## config.mk

```make
export PLATFORM = sky130hd
export DESIGN_NAME = pdm_modulator
export DESIGN_NICKNAME = d
export VERILOG_FILES = /design/src/rtl/soc_parameters.sv /design/src/rtl/pdm_sample_buffer.sv /design/src/rtl/pdm_modulator.sv
export SDC_FILE = /design/constraint.sdc
export NUM_CORES = 1
export LEC_CHECK = 0
export BUFFER_PORTS_ARGS = -buffer_cell sky130_fd_sc_hd__clkbuf_2
export CORE_MARGIN = 3
export CORE_UTILIZATION = 60
export CTS_BUF_LIST = sky130_fd_sc_hd__clkbuf_16
export CTS_CLUSTER_DIAMETER = 30
export DETAILED_ROUTE_END_ITERATION = 10
export PLACE_DENSITY = 0.78
export SLEW_MARGIN = 20
export SYNTH_ARGS = -nofsm -noshare
export SYNTH_HDL_FRONTEND = slang
export SYNTH_SLANG_ARGS = --single-unit
```

## constraint.sdc

```tcl
create_clock -name clk_i -period 9.6 [get_ports clk_i]
set_input_delay 0.96 -clock clk_i [delete_from_list [all_inputs] [get_ports clk_i]]
set_output_delay 0.96 -clock clk_i [all_outputs]
set_load 0.005 [all_outputs]
```

## src/rtl/soc_parameters.sv

```systemverilog
// Purpose: shared PDM transmitter types and default sizing constants.
// Latency: n/a (declarations only).
// Backpressure: n/a.
package soc_parameters;

   typedef enum logic {
      PDM_IDLE = 1'b0,
      PDM_RUN  = 1'b1
   } pdm_mod_state_t;

   localparam int PDM_SAMPLE_WIDTH = 16;
   localparam int PDM_DECIMATION   = 64;
   localparam int PDM_BUFFER_DEPTH = 8;

endpackage

```

## src/rtl/pdm_sample_buffer.sv

```systemverilog
// Purpose: synchronous FIFO holding PCM samples ahead of the PDM modulator.
// Latency: a push is visible at pop_dat_o on the cycle after the write; pop data is combinational.
// Backpressure: full_o blocks pushes (even with a simultaneous pop); a pop on an empty buffer is ignored.
// Ports: clk_i/rst_n_i clock and async active-low reset; push_i/push_dat_i write side;
//        pop_i/pop_dat_o read side; full_o/empty_o status.
module pdm_sample_buffer #(
   parameter int WIDTH = 16,
   parameter int DEPTH = 8
) (
   input  logic             clk_i,
   input  logic             rst_n_i,
   input  logic             push_i,
   input  logic [WIDTH-1:0] push_dat_i,
   input  logic             pop_i,
   output logic [WIDTH-1:0] pop_dat_o,
   output logic             full_o,
   output logic             empty_o
);

   localparam int PTR_W = $clog2(DEPTH);
   localparam int CNT_W = PTR_W + 1;

   logic [WIDTH-1:0] mem_q [DEPTH];
   logic [PTR_W-1:0] wr_ptr_q, wr_ptr_d;
   logic [PTR_W-1:0] rd_ptr_q, rd_ptr_d;
   logic [CNT_W-1:0] cnt_q, cnt_d;
   logic             do_push, do_pop;

   assign full_o    = (cnt_q == CNT_W'(DEPTH));
   assign empty_o   = (cnt_q == '0);
   assign pop_dat_o = mem_q[rd_ptr_q];
   assign do_push   = push_i && !full_o;
   assign do_pop    = pop_i && !empty_o;

   always_comb begin
      wr_ptr_d = wr_ptr_q;
      rd_ptr_d = rd_ptr_q;
      cnt_d    = cnt_q;
      // Pointers wrap naturally because DEPTH is a power of two.
      if (do_push) wr_ptr_d = wr_ptr_q + PTR_W'(1);
      if (do_pop)  rd_ptr_d = rd_ptr_q + PTR_W'(1);
      case ({do_push, do_pop})
         2'b10:   cnt_d = cnt_q + CNT_W'(1);
         2'b01:   cnt_d = cnt_q - CNT_W'(1);
         default: cnt_d = cnt_q;
      endcase
   end

   always_ff @(posedge clk_i or negedge rst_n_i) begin
      if (!rst_n_i) begin
         wr_ptr_q <= '0;
         rd_ptr_q <= '0;
         cnt_q    <= '0;
      end else begin
         wr_ptr_q <= wr_ptr_d;
         rd_ptr_q <= rd_ptr_d;
         cnt_q    <= cnt_d;
      end
   end

   always_ff @(posedge clk_i) begin
      if (do_push) mem_q[wr_ptr_q] <= push_dat_i;
   end

endmodule

```

## src/rtl/pdm_modulator.sv

```systemverilog
// Purpose: PCM-to-PDM delta-sigma transmitter with generated PDM clock; data changes on PDM clock falls.
// Latency: entry bit on the IDLE->RUN edge, then one bit per PDM period; a sample is used at the next frame start.
// Backpressure: sample_ready_o = !full of the sample buffer; frame start on empty buffer reuses the sample and pulses underrun_o.
// Ports: clk_i, rst_n_i (async active-low), enable_i, divisor_i (half-period - 1), sample_i/sample_valid_i/sample_ready_o,
//        pdm_clk_o, pdm_data_o, underrun_o (1-cycle pulse), running_o.
// Option: define PDM_SECOND_ORDER_EN for the saturating second-order loop; otherwise first-order loop only.
module pdm_modulator
   import soc_parameters::*;
#(
   parameter int SAMPLE_WIDTH  = PDM_SAMPLE_WIDTH,
   parameter int DECIMATION    = PDM_DECIMATION,
   parameter int BUFFER_DEPTH  = PDM_BUFFER_DEPTH,
   parameter int DIVIDER_WIDTH = 16
) (
   input  logic                     clk_i,
   input  logic                     rst_n_i,
   input  logic                     enable_i,
   input  logic [DIVIDER_WIDTH-1:0] divisor_i,
   input  logic [SAMPLE_WIDTH-1:0]  sample_i,
   input  logic                     sample_valid_i,
   output logic                     sample_ready_o,
   output logic                     pdm_clk_o,
   output logic                     pdm_data_o,
   output logic                     underrun_o,
   output logic                     running_o
);

   localparam int CNT_W = $clog2(DECIMATION);
   localparam int FS    = 2 ** (SAMPLE_WIDTH - 1);

   pdm_mod_state_t                  state_q, state_d;
   logic [DIVIDER_WIDTH-1:0]        div_q, div_d;
   logic [DIVIDER_WIDTH-1:0]        clk_cnt_q, clk_cnt_d;
   logic                            pdm_clk_q, pdm_clk_d;
   logic                            pdm_data_q, pdm_data_d;
   logic                            underrun_q, underrun_d;
   logic [CNT_W-1:0]                bit_cnt_q, bit_cnt_d;
   logic signed [SAMPLE_WIDTH-1:0]  x_q, x_d, x_sel;
   logic                            bit_ev, run_exit, pop, loop_bit;
   logic                            buf_full, buf_empty;
   logic [SAMPLE_WIDTH-1:0]         buf_dat;

   pdm_sample_buffer #(
      .WIDTH (SAMPLE_WIDTH),
      .DEPTH (BUFFER_DEPTH)
   ) u_buf (
      .clk_i      (clk_i),
      .rst_n_i    (rst_n_i),
      .push_i     (sample_valid_i && !buf_full),
      .push_dat_i (sample_i),
      .pop_i      (pop),
      .pop_dat_o  (buf_dat),
      .full_o     (buf_full),
      .empty_o    (buf_empty)
   );

   assign sample_ready_o = !buf_full;
   assign pdm_clk_o      = pdm_clk_q;
   assign pdm_data_o     = pdm_data_q;
   assign underrun_o     = underrun_q;
   assign running_o      = (state_q == PDM_RUN);

   // FSM and PDM clock divider. A bit event is the entry edge or a 1->0 PDM clock toggle.
   always_comb begin
      state_d   = state_q;
      div_d     = div_q;
      clk_cnt_d = clk_cnt_q;
      pdm_clk_d = pdm_clk_q;
      bit_ev    = 1'b0;
      run_exit  = 1'b0;
      case (state_q)
         PDM_IDLE: begin
            if (enable_i) begin
               state_d = PDM_RUN;
               div_d   = divisor_i;
               bit_ev  = 1'b1;
            end
         end
         PDM_RUN: begin
            if (!enable_i) begin
               state_d   = PDM_IDLE;
               run_exit  = 1'b1;
               clk_cnt_d = '0;
               pdm_clk_d = 1'b0;
            end else if (clk_cnt_q == div_q) begin
               clk_cnt_d = '0;
               pdm_clk_d = !pdm_clk_q;
               bit_ev    = pdm_clk_q;
            end else begin
               clk_cnt_d = clk_cnt_q + DIVIDER_WIDTH'(1);
            end
         end
         default: state_d = PDM_IDLE;
      endcase
   end

   // Frame sequencing: pop at bit 0; an empty buffer keeps the previous sample.
   always_comb begin
      pop        = bit_ev && (bit_cnt_q == '0);
      x_sel      = (pop && !buf_empty) ? signed'(buf_dat) : x_q;
      underrun_d = pop && buf_empty;
      bit_cnt_d  = bit_cnt_q;
      x_d        = x_q;
      pdm_data_d = pdm_data_q;
      if (run_exit) begin
         bit_cnt_d  = '0;
         x_d        = '0;
         pdm_data_d = 1'b0;
      end else if (bit_ev) begin
         bit_cnt_d  = bit_cnt_q + CNT_W'(1);
         x_d        = x_sel;
         pdm_data_d = loop_bit;
      end
   end

   always_ff @(posedge clk_i or negedge rst_n_i) begin
      if (!rst_n_i) begin
         state_q    <= PDM_IDLE;
         div_q      <= '0;
         clk_cnt_q  <= '0;
         pdm_clk_q  <= 1'b0;
         pdm_data_q <= 1'b0;
         underrun_q <= 1'b0;
         bit_cnt_q  <= '0;
         x_q        <= '0;
      end else begin
         state_q    <= state_d;
         div_q      <= div_d;
         clk_cnt_q  <= clk_cnt_d;
         pdm_clk_q  <= pdm_clk_d;
         pdm_data_q <= pdm_data_d;
         underrun_q <= underrun_d;
         bit_cnt_q  <= bit_cnt_d;
         x_q        <= x_d;
      end
   end

`ifdef PDM_SECOND_ORDER_EN
   localparam int INT_W = SAMPLE_WIDTH + 4;
   localparam int SUM_W = INT_W + 2;
   localparam logic signed [SUM_W-1:0] FS_S   = SUM_W'(FS);
   localparam logic signed [SUM_W-1:0] SAT_HI = SUM_W'(2 ** (INT_W - 1) - 1);
   localparam logic signed [SUM_W-1:0] SAT_LO = ~SAT_HI;

   logic signed [INT_W-1:0] i1_q, i1_d, i1_n;
   logic signed [INT_W-1:0] i2_q, i2_d, i2_n;
   logic signed [SUM_W-1:0] fb;
   logic                    prev_q, prev_d;

   function automatic logic signed [INT_W-1:0] sat(input logic signed [SUM_W-1:0] v);
      if (v > SAT_HI)      return SAT_HI[INT_W-1:0];
      else if (v < SAT_LO) return SAT_LO[INT_W-1:0];
      else                 return v[INT_W-1:0];
   endfunction

   // Feedback uses the previously emitted bit; both integrators see it.
   always_comb begin
      fb       = prev_q ? FS_S : -FS_S;
      i1_n     = sat(SUM_W'(i1_q) + SUM_W'(x_sel) - fb);
      i2_n     = sat(SUM_W'(i2_q) + SUM_W'(i1_n) - fb);
      loop_bit = !i2_n[INT_W-1];
      i1_d     = i1_q;
      i2_d     = i2_q;
      prev_d   = prev_q;
      if (run_exit) begin
         i1_d   = '0;
         i2_d   = '0;
         prev_d = 1'b0;
      end else if (bit_ev) begin
         i1_d   = i1_n;
         i2_d   = i2_n;
         prev_d = loop_bit;
      end
   end

   always_ff @(posedge clk_i or negedge rst_n_i) begin
      if (!rst_n_i) begin
         i1_q   <= '0;
         i2_q   <= '0;
         prev_q <= 1'b0;
      end else begin
         i1_q   <= i1_d;
         i2_q   <= i2_d;
         prev_q <= prev_d;
      end
   end
`else
   localparam int ACC_W = SAMPLE_WIDTH + 2;
   localparam logic signed [ACC_W-1:0] FS_A = ACC_W'(FS);

   logic signed [ACC_W-1:0] acc_q, acc_d, acc_v, acc_n;

   // The accumulator stays within [-FS, FS), so two guard bits suffice without saturation.
   always_comb begin
      acc_v    = acc_q + ACC_W'(x_sel);
      loop_bit = !acc_v[ACC_W-1];
      acc_n    = acc_v - (loop_bit ? FS_A : -FS_A);
      acc_d    = acc_q;
      if (run_exit)    acc_d = '0;
      else if (bit_ev) acc_d = acc_n;
   end

   always_ff @(posedge clk_i or negedge rst_n_i) begin
      if (!rst_n_i) acc_q <= '0;
      else          acc_q <= acc_d;
   end
`endif

endmodule
```

# Yosys cells after proc, flatten, opt, wreduce, memory -nomap -nowiden
# Memories as Yosys holds them, arrays and structs flattened.
# Cells that the tools add are included.
dict set report op_classes {
  n_addsub 8
  eq_ne 5
  n_mux 23
  bitwise_logic 1
  reduce_logical 15
}
# op count
set op_table {}
lappend op_table {{two-way mux 16 bit} 5}
lappend op_table {{two-way mux 18 bit} 3}
lappend op_table {{adder 18 x 16 -> 18 bit} 1}
lappend op_table {{subtractor 18 bit} 1}
lappend op_table {{adder 16 x 1 -> 16 bit (second input constant)} 1}
lappend op_table {{== test 16 bit} 1}
lappend op_table {{two-way mux 6 bit} 2}
lappend op_table {{two-way mux 1 bit} 11}
lappend op_table {{one-hot mux 4 bit (2 select lines)} 1}
lappend op_table {{adder 3 x 1 -> 3 bit (second input constant)} 2}
lappend op_table {{adder 6 x 1 -> 6 bit (second input constant)} 1}
lappend op_table {{logical NOT 6 bit} 1}
lappend op_table {{logical AND 1 bit} 5}
lappend op_table {{adder 4 x 1 -> 4 bit (second input constant)} 1}
lappend op_table {{== test 4 bit (second input constant)} 1}
lappend op_table {{logical NOT 1 bit} 4}
lappend op_table {{logical NOT 4 bit} 1}
lappend op_table {{AND reduction 2 bit} 2}
lappend op_table {{nonzero test 2 bit} 2}
lappend op_table {{subtractor 4 x 1 -> 4 bit (second input constant)} 1}
lappend op_table {{== test 2 x 1 -> 1 bit (second input constant)} 1}
lappend op_table {{== test 2 bit (second input constant)} 1}
lappend op_table {{inequality test 2 x 1 -> 1 bit (second input constant)} 1}
lappend op_table {{one-hot mux 1 bit (2 select lines)} 1}
lappend op_table {{NOT 1 bit} 1}
dict set report word_totals {
  register_bits 86
  ramBits 128
  out_inout_bits 5
  elab_cells 65
  mem_count 1
}
# name depth width read_ports rd_ports_with_merged_regs write_ports line
set mem_list {}
lappend mem_list {u_buf.mem_q 8 16 1 0 1 pdm_sample_buffer.sv:23} ;# logic [WIDTH-1:0] mem_q [DEPTH];

# Logic depth before layout (Yosys ltp)
dict set report depth {
  word_depth 12
  depth_mapped 21
  ltp_nobuf 20
}

# By module
# A second synthesis with hierarchy kept.
dict set report unflattened {
  cells_unflattened 677
  hier_area_um2 9875.7
}
# module n_inst cells_each area_per_inst_um2 seq_area_each_um2
set by_module_without_submodules {}
lappend by_module_without_submodules {pdm_sample_buffer 1 253 5557.8 4093.9}
lappend by_module_without_submodules {pdm_modulator 1 424 4317.9 1901.8}

# Worst setup path after synthesis
# OpenSTA, ideal clock, no wires.
dict set report synth_timing {
  path_type {in2reg}
  start {input enable_i}
  end {register acc_q[16]}
  setup_ns 0.131
  arrival_ns 4.691
  slack_ns 4.779
  path_stages 20
  path_cell_list {buf_2 -> nor2b_1 -> clkbuf_1 -> nand4_1 -> o31a_1 -> clkbuf_1 -> clkbuf_1 -> a21o_1 -> ha_1 -> inv_1 -> fa_1 -> nor2b_1 -> o21a_1 -> o21a_1 -> o31a_1 -> o221ai_1 -> o21ai_0 -> xnor2_1 -> fa_1 -> o21ai_0}
}
dict set report synth_between {
  elab_chain_cells 10
}
# element line
set synth_lines {}
lappend synth_lines {{start, declared} pdm_modulator.sv:17} ;# input logic enable_i,
lappend synth_lines {{two-way mux 1 bit (on tied branches)} {pdm_modulator.sv:80, pdm_modulator.sv:73}}
lappend synth_lines {{one-hot mux 1 bit (2 select lines)} pdm_modulator.sv:71} ;# case (state_q)
lappend synth_lines {{logical AND 1 bit} pdm_modulator.sv:99} ;# pop = bit_ev && (bit_cnt_q == '0);
lappend synth_lines {{logical AND 1 bit} pdm_modulator.sv:100} ;# x_sel = (pop && !buf_empty) ? signed'(buf_dat) : x_q;
lappend synth_lines {{two-way mux 16 bit} pdm_modulator.sv:100}
lappend synth_lines {{adder 18 x 16 -> 18 bit} pdm_modulator.sv:195} ;# acc_v = acc_q + ACC_W'(x_sel);
lappend synth_lines {{two-way mux 18 bit} pdm_modulator.sv:197} ;# acc_n = acc_v - (loop_bit ? FS_A : -FS_A);
lappend synth_lines {{subtractor 18 bit} pdm_modulator.sv:197}
lappend synth_lines {{two-way mux 18 bit} pdm_modulator.sv:200} ;# else if (bit_ev) acc_d = acc_n;
lappend synth_lines {{two-way mux 18 bit} pdm_modulator.sv:199} ;# if (run_exit) acc_d = '0;
lappend synth_lines {{end signal, assigned} pdm_modulator.sv:204} ;# if (!rst_n_i) acc_q <= '0;
lappend synth_lines {{end signal, assigned} pdm_modulator.sv:205} ;# else acc_q <= acc_d;
lappend synth_lines {{end, declared} pdm_modulator.sv:191} ;# logic signed [ACC_W-1:0] acc_q, acc_d, acc_v, acc_n;
# Several ways; a longest one is shown, not always the timed one. The select of a mux whose other input is x is not followed.
# A chain may end at the register's enable or synchronous reset.

# Worst setup path after layout
dict set report layout_timing {
  start {register clk_cnt_q[4]}
  end {register acc_q[16]}
}
dict set report layout_between {
  elab_chain_cells 12
}
# element line
set layout_lines {}
lappend layout_lines {{start, declared} pdm_modulator.sv:33} ;# logic [DIVIDER_WIDTH-1:0] clk_cnt_q, clk_cnt_d;
lappend layout_lines {{start signal, assigned} pdm_modulator.sv:129} ;# clk_cnt_q <= clk_cnt_d;
lappend layout_lines {{== test 16 bit (*)} pdm_modulator.sv:85} ;# end else if (clk_cnt_q == div_q) begin
lappend layout_lines {{two-way mux 1 bit (*)} pdm_modulator.sv:85}
lappend layout_lines {{two-way mux 1 bit (*)} pdm_modulator.sv:80} ;# if (!enable_i) begin
lappend layout_lines {{one-hot mux 1 bit (2 select lines) (*)} pdm_modulator.sv:71}
lappend layout_lines {{logical AND 1 bit} pdm_modulator.sv:99}
lappend layout_lines {{logical AND 1 bit} pdm_modulator.sv:100}
lappend layout_lines {{two-way mux 16 bit} pdm_modulator.sv:100}
lappend layout_lines {{adder 18 x 16 -> 18 bit} pdm_modulator.sv:195}
lappend layout_lines {{two-way mux 18 bit} pdm_modulator.sv:197}
lappend layout_lines {{subtractor 18 bit} pdm_modulator.sv:197}
lappend layout_lines {{two-way mux 18 bit} pdm_modulator.sv:200}
lappend layout_lines {{two-way mux 18 bit} pdm_modulator.sv:199}
# Every way passes the cells marked *; elsewhere a longest branch is shown, timed or not. The select of a mux whose other input is x is not followed.

==> run metrics <==
Routed WL per cell 19.6 um; clock period minus worst slack 4.94 ns; nature of the critical path endpoint flop; largest cells by area after synthesis sky130_fd_sc_hd__edfxtp_1 40%, sky130_fd_sc_hd__dfrtp_1 22%, sky130_fd_sc_hd__mux4_2 7.5%; slew of the pin with the lowest slew margin 1.12 ns; max-cap violations 0; floorplan die height 132 um; non-filler cells in the finished layout 979; worst min path class in -> async; instance count of the mapped netlist 680; routed vias 5723; library cell occupying the most area in the post-synthesis netlist sky130_fd_sc_hd__edfxtp_1; post-synthesis area per instance 14.1 um^2; post-CTS setup buffer count 0; setup repair after global routing missed its margin no; library cells used by synthesis 51; post-synthesis async set-or-reset flop share 40.2%; total nets after synthesis 744; leading cell type by number of instances after synthesis sky130_fd_sc_hd__edfxtp_1; number of global-route vias before repair 6117; final estimated routing congestion in global placement 0.874; overall track demand over capacity in global routing 22.6%; final setup skew 0.0342 ns; number of clock sinks 214; fraction of the cycle the final worst path needs 51.5%; share of the yosys chip area belonging to registers 62.5%; Data required, critical path 9.95 ns; buffer type at the clock tree root sky130_fd_sc_hd__clkbuf_16; number of slew-limit violations in the final report 0; post-CTS clock slew at the launch and capture registers of the worst setup and hold paths 0.05 ns; ANT cells 0; largest net degree at the start of global routing 53; highest clock frequency the design can meet 202 MHz; worst slack, placed 4.24 ns; Bufs on Longest Clock Path 3; area of the core region 15400 um^2; remaining antenna violation count 0; area delta synth->final 17.4%; number of DRC violations after detailed routing 0; number of placed instances with taps included 912; most instantiated cells after synthesis 128 x sky130_fd_sc_hd__edfxtp_1, 86 x sky130_fd_sc_hd__dfrtp_1, 55 x sky130_fd_sc_hd__nor2_1; fill cell count 979; overall die area 17500 um^2; EDFF count, synth 128; number of synthesized register bits 214; port buffer count 40; worst-path fanout max 50; run status complete, no violations; first-pass GRT wire length 31500 um; Top Ports 41; routed vias/inst 5.85; first-iteration detailed-routing DRC count 394; leakage component of the power 4.67 nW; total grt overflow 0; setup TNS after final layout 0 ns; net count of the finished layout 805; number of clock buffers inserted by TritonCTS 38; post-cts gate resize count 0; number of search-and-repair iterations in the first detailed-routing pass 5; initial antenna violation count 0; portion of synthesized cell area occupied by the leading cell type 40.1%; Setup WS post-layout 4.66 ns; effective utilization at floorplan 62.2%; post-detailed-placement cell area 10000 um^2; half-perimeter wire length after detailed placement 11500 um; Worst setup SP type flop; Rows 45; Arrival @ worst endpoint 5.29 ns; total routed wirelength 19100 um; leading register cell type out of synthesis sky130_fd_sc_hd__edfxtp_1; Hold Fails Final Rpt 0; fraction of final layout cells with drive strength greater than 1 23.2%; clock tree from TritonCTS done; Yosys warnings 0; worst-case vdd ir drop 0.192 mV; cell area power density 305 nW/um^2; setup violators final 0; post-route design area 11300 um^2; Clk Latency, worst-skew pair 0.52 ns; Hold-fix buffers, CTS 0; worst slew slack as a fraction of its limit 25.3%; worst setup path class reg -> reg; total standard cell area after synthesis 9590 um^2; number of levels in the clock H-tree 2; horizontal die dimension 132 um
cell usage in the layout (no fill, tap or decap), types with 3 or more instances in the layout:
master,Yosys,layout
sky130_fd_sc_hd__edfxtp_1,128,128
sky130_fd_sc_hd__dfrtp_1,86,85
sky130_fd_sc_hd__nor2_1,55,53
sky130_fd_sc_hd__nand2_1,43,42
sky130_fd_sc_hd__clkbuf_16,0,39
sky130_fd_sc_hd__clkbuf_2,0,39
sky130_fd_sc_hd__mux4_2,32,32
sky130_fd_sc_hd__o21ai_0,30,30
sky130_fd_sc_hd__xor2_1,28,28
sky130_fd_sc_hd__inv_1,19,25
sky130_fd_sc_hd__a21o_1,25,25
sky130_fd_sc_hd__ha_1,25,25
sky130_fd_sc_hd__xnor2_1,21,21
sky130_fd_sc_hd__nand3_1,20,20
sky130_fd_sc_hd__mux2i_1,18,18
sky130_fd_sc_hd__mux2_2,17,17
sky130_fd_sc_hd__a21oi_1,15,15
sky130_fd_sc_hd__a31o_2,15,15
sky130_fd_sc_hd__buf_4,0,10
sky130_fd_sc_hd__nor3_1,10,8
sky130_fd_sc_hd__nor2b_1,7,7
sky130_fd_sc_hd__clkinv_1,0,7
sky130_fd_sc_hd__and3_1,5,5
sky130_fd_sc_hd__clkinv_2,0,5
sky130_fd_sc_hd__o21a_1,4,4
sky130_fd_sc_hd__nand4_1,4,4
sky130_fd_sc_hd__nor4_1,4,4
sky130_fd_sc_hd__and4_1,3,3
sky130_fd_sc_hd__nand2b_1,4,3
sky130_fd_sc_hd__a211oi_1,3,3
sky130_fd_sc_hd__fa_1,3,3
sky130_fd_sc_hd__bufinv_16,0,3
power by group:
part,switching [mW],total (mW),internal [mW]
clock,0.437,1.25,0.815
sequential,0.0959,1.26,1.16
combinational,0.499,0.925,0.426
sequential cells by signal, indices dropped and copies added (netlist names):
name	flops
running_o	1
x_q	16
div_q	16
u_buf.mem_q	128
pdm_clk_o	1
u_buf.cnt_q	4
underrun_o	1
pdm_data_o	1
bit_cnt_q	6
acc_q	18
u_buf.wr_ptr_q	3
clk_cnt_q	16
u_buf.rd_ptr_q	3
worst max-delay path, cell delays in order, from the launching register on:
cell	delay, ns
sky130_fd_sc_hd__dfrtp_1	0.45
sky130_fd_sc_hd__xor2_1	0.17
sky130_fd_sc_hd__nor4_1	0.38
sky130_fd_sc_hd__nand4_1	0.25
sky130_fd_sc_hd__o31a_2	0.65
sky130_fd_sc_hd__nor2_1	0.27
sky130_fd_sc_hd__a21o_1	0.12
sky130_fd_sc_hd__ha_1	0.18
sky130_fd_sc_hd__inv_1	0.06
sky130_fd_sc_hd__fa_1	0.38
sky130_fd_sc_hd__nor2b_1	0.18
sky130_fd_sc_hd__o21a_1	0.16
sky130_fd_sc_hd__o21a_1	0.16
sky130_fd_sc_hd__o31a_1	0.17
sky130_fd_sc_hd__o221ai_1	0.20
sky130_fd_sc_hd__o21ai_0	0.27
sky130_fd_sc_hd__xnor2_1	0.12
sky130_fd_sc_hd__fa_1	0.53
sky130_fd_sc_hd__o21ai_0	0.07
metal layers:
metal	wire length [um]	global-route usage, %
met5	0	0
met1	8120	29.2
met2	9570	38.2
met3	998	5.13
met4	462	7.85
worst paths after layout:
path                       depth (start not counted)                startpoint                     to  slack (ns)
max in group asynchronous                          2                   rst_n_i     x_q[1]$_DFFE_PN0P_        8.15
setup / recovery                                  18  clk_cnt_q[4]$_DFFE_PN0P_  acc_q[16]$_DFFE_PN0P_        4.66
setup reg to reg                                  18  clk_cnt_q[4]$_DFFE_PN0P_  acc_q[16]$_DFFE_PN0P_        4.66
hold reg to reg                                    1       x_q[15]$_DFFE_PN0P_    x_q[15]$_DFFE_PN0P_        0.48
hold / removal                                     1                   rst_n_i    x_q[10]$_DFFE_PN0P_        0.41
min in group clk_i                                 1       x_q[15]$_DFFE_PN0P_    x_q[15]$_DFFE_PN0P_        0.48
final cells by class:
class / instances / area [um^2] / area share, %
Clock buffer: 39 / 976 / 8.66
Clock inverter: 28 / 239 / 2.12
Tap cell: 211 / 264 / 2.34
Sequential cell: 214 / 6000 / 53.2
Inverter: 19 / 71.3 / 0.633
Multi-Input combinational cell: 419 / 3450 / 30.6
Timing Repair Buffer: 49 / 270 / 2.40
cell families (layout without fill, tap and decap cells):
logic type,count (synthesis),in the layout,share of synthesized area (%)
flops,214,214,62.5
simple gates,165,165,7.98
compound gates,108,108,7.54
mux,68,68,11.5
xor+xnor,50,50,4.64
buf+inv,47,135,1.90
fa+ha+maj,28,28,3.89
stage by stage:
stage               power, mW  hold WS, ns  utilization (%)
floorplan                1.94        0.449                -
global route             3.62        0.426             73.0
finish                   3.44        0.407             73.0
detailed placement       2.19        0.473             65.1
CTS                      3.46        0.404             73.0
global placement         2.14        0.460             65.1
No activity file was read; power rests on OpenSTA's default activity.
